`src/rtl/mux_reg_n.sv`:
```
// ============================================================================
//  Module      : mux_reg_n
//  Description : Registered N-channel operand multiplexer with valid, stall,
//                flush, sticky select-error flag and self-sequencing scan mode.
//  Revision    : 1.0 - initial release
// ============================================================================
`default_nettype none

module mux_reg_n #(
    parameter int WIDTH    = 16,
    parameter int CHANNELS = 4,
    parameter int SEL_W    = 2
) (
    input  logic                      CLK,
    input  logic                      Reset,
    input  logic [CHANNELS*WIDTH-1:0] In,
    input  logic [SEL_W-1:0]          s,
    input  logic                      en,
    input  logic                      flush,
    input  logic                      scan,
    input  logic                      in_valid,
    output logic [WIDTH-1:0]          O,
    output logic                      O_valid,
    output logic [SEL_W-1:0]          scan_idx,
    output logic                      sel_err
);

    localparam logic [SEL_W:0]   c_CHANNELS = (SEL_W+1)'(CHANNELS);
    localparam logic [SEL_W-1:0] c_LAST     = SEL_W'(CHANNELS - 1);

    logic [WIDTH-1:0] w_ch [CHANNELS];
    logic [WIDTH-1:0] w_sel_data;
    logic [WIDTH-1:0] w_scan_data;
    logic             w_s_ok;

    logic [WIDTH-1:0] r_o;
    logic             r_o_valid;
    logic [SEL_W-1:0] r_scan_idx;
    logic             r_sel_err;

    generate
        for (genvar k = 0; k < CHANNELS; k++) begin : g_ch
            assign w_ch[k] = In[k*WIDTH +: WIDTH];
        end
    endgenerate

    // Compare-based muxes keep out-of-range selects from indexing past the array.
    always_comb begin
        w_sel_data  = '0;
        w_scan_data = '0;
        for (int k = 0; k < CHANNELS; k++) begin
            if (s == SEL_W'(k)) begin
                w_sel_data = w_ch[k];
            end
            if (r_scan_idx == SEL_W'(k)) begin
                w_scan_data = w_ch[k];
            end
        end
    end

    assign w_s_ok = ({1'b0, s} < c_CHANNELS);

    always_ff @(posedge CLK) begin
        if (Reset) begin
            r_o        <= '0;
            r_o_valid  <= 1'b0;
            r_scan_idx <= '0;
            r_sel_err  <= 1'b0;
        end else if (flush) begin
            r_o        <= '0;
            r_o_valid  <= 1'b0;
            r_scan_idx <= '0;
        end else if (en) begin
            if (scan) begin
                r_o        <= w_scan_data;
                r_o_valid  <= 1'b1;
                r_scan_idx <= (r_scan_idx == c_LAST) ? '0 : r_scan_idx + 1'b1;
            end else begin
                r_scan_idx <= '0;
                if (w_s_ok) begin
                    r_o       <= w_sel_data;
                    r_o_valid <= in_valid;
                end else begin
                    r_o       <= '0;
                    r_o_valid <= 1'b0;
                    if (in_valid) begin
                        r_sel_err <= 1'b1;
                    end
                end
            end
        end
    end

    assign O        = r_o;
    assign O_valid  = r_o_valid;
    assign scan_idx = r_scan_idx;
    assign sel_err  = r_sel_err;

endmodule

`default_nettype wire

```
`config.mk`:
```
export PLATFORM = sky130hd
export DESIGN_NAME = mux_reg_n
export DESIGN_NICKNAME = d
export VERILOG_FILES = /design/src/rtl/mux_reg_n.sv
export SDC_FILE = /design/constraint.sdc
export NUM_CORES = 1
export LEC_CHECK = 0
export ABC_AREA = 1
export BUFFER_PORTS_ARGS = -buffer_cell sky130_fd_sc_hd__buf_4
export CORE_MARGIN = 2
export CORE_UTILIZATION = 47
export DETAILED_ROUTE_END_ITERATION = 16
export GPL_TIMING_DRIVEN = 1
export PLACE_DENSITY = 0.82
export SLEW_MARGIN = 25
export SYNTH_ARGS = -nofsm -noshare
export SYNTH_HDL_FRONTEND = slang
export SYNTH_SLANG_ARGS = --single-unit
```
`constraint.sdc`:
```
create_clock -name CLK -period 2 [get_ports CLK]
set_clock_uncertainty 0.1 [all_clocks]
set_input_delay 0.1 -clock CLK [delete_from_list [all_inputs] [get_ports CLK]]
set_output_delay 0.1 -clock CLK [all_outputs]
set_load 0.03 [all_outputs]
```
==> results.py <==
metrics = {
    "synth": {
        "yosysSeqAreaShare_pct": 17.7,
        "ys_ff_latch": 19,
        "ys_warn_count": 0,
        "syn-num-nets": 465,
        "syn_area_um2": 2150,
        "synth_cell_types": 26,
        "synthCells": 389,
        "avgSynthCellArea_um2": 5.54,
    },
    "critical_path": {
        "critPathLaunch": "scan_idx[0]$_SDFFE_PP0P_",
        "cp_data_arrival_time_ns": 1.82,
        "r2r_slack_ns": 0.28,
        "crit_top_cell": "nand2_1",
        "path_class": "register to register",
        "path_buf_inv": 1,
        "worstPathMaxFanout": 16,
        "worst-path-stages": 8,
        "startpoint_type": "register",
        "cp_top_family": "adder cells",
        "r2r_start": "scan_idx[0]$_SDFFE_PP0P_",
        "critPathRequiredTime_ns": 2.11,
        "cp_cell_sequence": "inv_1, ha_1, nand3_1, nand2_1, nand2_1, nand2_1, nor2_1, nor2_1",
        "rr_worst_depth": 8,
        "cpMaxStageDelayCell": "ha_1",
        "slowest_delay_ns": 0.56,
        "endpoint_kind": "register",
        "worstReg2RegEnd": "O[4]$_SDFFE_PP0P_",
        "worstSetupEndpoint": "O[4]$_SDFFE_PP0P_",
    },
    "power_and_ir_drop": {
        "ir_drop_mv": 0.328,
        "power_density_nw_per_um2": 423,
        "leakage_nw": 1.65,
    },
    "place": {
        "io_buffers": 90,
        "dpl_cell_area_um2": 2770,
        "gp_congestion": 0.942,
        "dp_hpwl_um": 5170,
    },
    "route": {
        "wl_per_cell_um": 13.6,
        "drt_wl_total_um": 6970,
        "ant_nets": 0,
        "drt_iter0_drc": 284,
        "drcViolationCount": 0,
        "drt_pass1_iterations": 5,
        "num_vias": 2810,
        "via_per_inst": 5.47,
    },
    "sta": {
        "setup-violations-final": 0,
        "rsz0062_at_grt": "false",
        "slew_viol_final": 0,
        "period_minus_slack_ns": 1.72,
        "holdWs_ns": 0.121,
        "tns_ns": 0,
        "slew_headroom_pct": 58.7,
        "timing.final.crit_share_pct": 85.9,
        "max_freq_mhz": 582,
        "hold_viol": 0,
        "worst_pin_slew_ns": 0.619,
    },
    "clock_tree": {
        "htree_levels": 1,
        "cts_buffers": 3,
        "cts_tree": "built",
        "cts_root_buffer": "clkbuf_8",
        "insertion_delay_ns": 0.27,
        "clock_path_buffers": 2,
        "clk_pin_slew_worst_paths_ns": 0.08,
        "cts.sinks": 19,
        "cts_setup_buffers": 0,
    },
    "layout": {
        "drive_gt1_share_pct": 26.6,
        "final_area_um2": 2830,
        "antenna_cells": 0,
        "fin_nets": 539,
        "fillers": 457,
        "fin_util_pct": 64.5,
        "areaGrowthSynthToFinish_pct": 31.3,
        "register_area_um2": 380,
        "multi_input_area_um2": 1350,
    },
    "flow_run": {
        "cap_violations": 0,
    },
    "global_route": {
        "grt_pass1_vias": 2528,
        "antenna_found_initial": 0,
        "globalRouteOverflowTotal": 0,
        "grt_max_degree": 36,
        "grt_first_pass_wirelength_um": 11100,
        "grt_usage_pct": 26.7,
    },
    "floorplanning": {
        "die_area_um2": 5140,
        "initial_utilization_pct": 49.1,
        "die_w_um": 71.7,
        "die_y_um": 71.7,
        "io_pins": 92,
        "coreArea_um2": 4380,
        "rows": 24,
    },
    "worst_hold_path": {
        "whs_path_depth": 4,
        "hold_class": "input pin to register",
    },
    "outcome": {
        "outcome": "completed",
    },
}
-- tightest hold or removal path, stage by stage --
cell and delay (ns):
buf_4 0.08, nor2_2 0.11, o21ai_0 0.11, nor2_1 0.05
-- metal layers --
metal / global-route usage [%] / wire length [um] / up-vias
met3: 3.09 / 553 / 15
met4: 6.08 / 136 / 0
met2: 50.2 / 3550 / 138
li1: - / - / 1375
met5: 0 / 0 / -
met1: 32.4 / 2730 / 1282
-- layout make-up --
cell class	instances	area share, %
Multi-Input combinational cell	274	47.8
Inverter	72	9.64
Tap cell	52	2.30
Sequential cell	19	13.4
Clock inverter	1	0.177
Clock buffer	3	1.46
Timing Repair Buffer	93	25.2
-- synth_stat cells --
cell	count	share of area (%)
buf_2	8	1.9
nor3_1	1	0.23
a21oi_1	49	11
o21ai_1	12	2.8
nand2_1	71	12
nor2_4	1	0.52
conb_1	1	0.17
o211a_1	1	0.46
buf_6	2	1.0
inv_4	1	0.29
o21ai_0	39	9.1
buf_4	6	2.1
nor2_1	34	5.9
nand2_2	11	3.2
dfxtp_1	19	18
buf_1	1	0.17
nand3_2	10	4.6
clkbuf_1	5	0.87
nand3_1	38	8.8
inv_2	2	0.35
nor2_2	1	0.29
inv_1	69	12
ha_1	4	2.3
clkbuf_2	1	0.23
buf_8	1	0.70
nand2_4	1	0.52
-- worst min path at each step --
stage | start | to
after floorplan | in_valid | O_valid$_SDFFE_PP0P_
after global placement | in_valid | O_valid$_SDFFE_PP0P_
after detailed placement | in_valid | O_valid$_SDFFE_PP0P_
after CTS | Reset | scan_idx[1]$_SDFFE_PP0P_
after global routing | Reset | O[6]$_SDFFE_PP0P_
final | Reset | O[3]$_SDFFE_PP0P_
-- logic make-up (layout without fill, tap and decap cells) --
kind of cell,Yosys count,count (layout),share of synthesized area [%]
AOI/OAI and AO/OA,101,101,23.7
buffers and inverters,96,169,19.6
other,1,1,0.174
adders and majority gates,4,4,2.32
and+or+nand+nor,168,168,36.5
DFF,19,19,17.7
-- registers in the layout, summed over array words and instances (netlist names) --
register	flops
O	16
scan_idx	2
O_valid	1
-- report_power, final --
part | switching, mW | internal, mW
clock network | 0.142 | 0.139
logic | 0.292 | 0.218
registers | 0.0106 | 0.395
total | 0.444 | 0.752
-- repair_timing --
action                    4_1_cts  5_1_grt
gates resized for setup         0        0
hold buffers                    1        0
hold endpoints to repair        1        0
-- cells in the final DEF, fill, tap and decap left out, types with 2 or more instances in the layout --
cell	count
a21oi_1	49
buf_4	91
clkbuf_8	3
dfxtp_1	19
ha_1	4
inv_1	69
inv_2	2
nand2_1	71
nand2_2	11
nand3_1	38
nand3_2	10
nor2_1	34
o21ai_0	39
o21ai_1	12
-- metrics by stage --
stage | worst slack [ns] | power (mW) | std cells
2_1_floorplan | 0.264 | 0.715 | 389
3_3_place_gp | 0.383 | 0.910 | 509
3_5_place_dp | 0.327 | 0.917 | 509
4_1_cts | 0.305 | 1.19 | 514
5_1_grt | 0.155 | 1.26 | 514
6_report | 0.282 | 1.20 | 514
(Power assumes the default switching activity.)
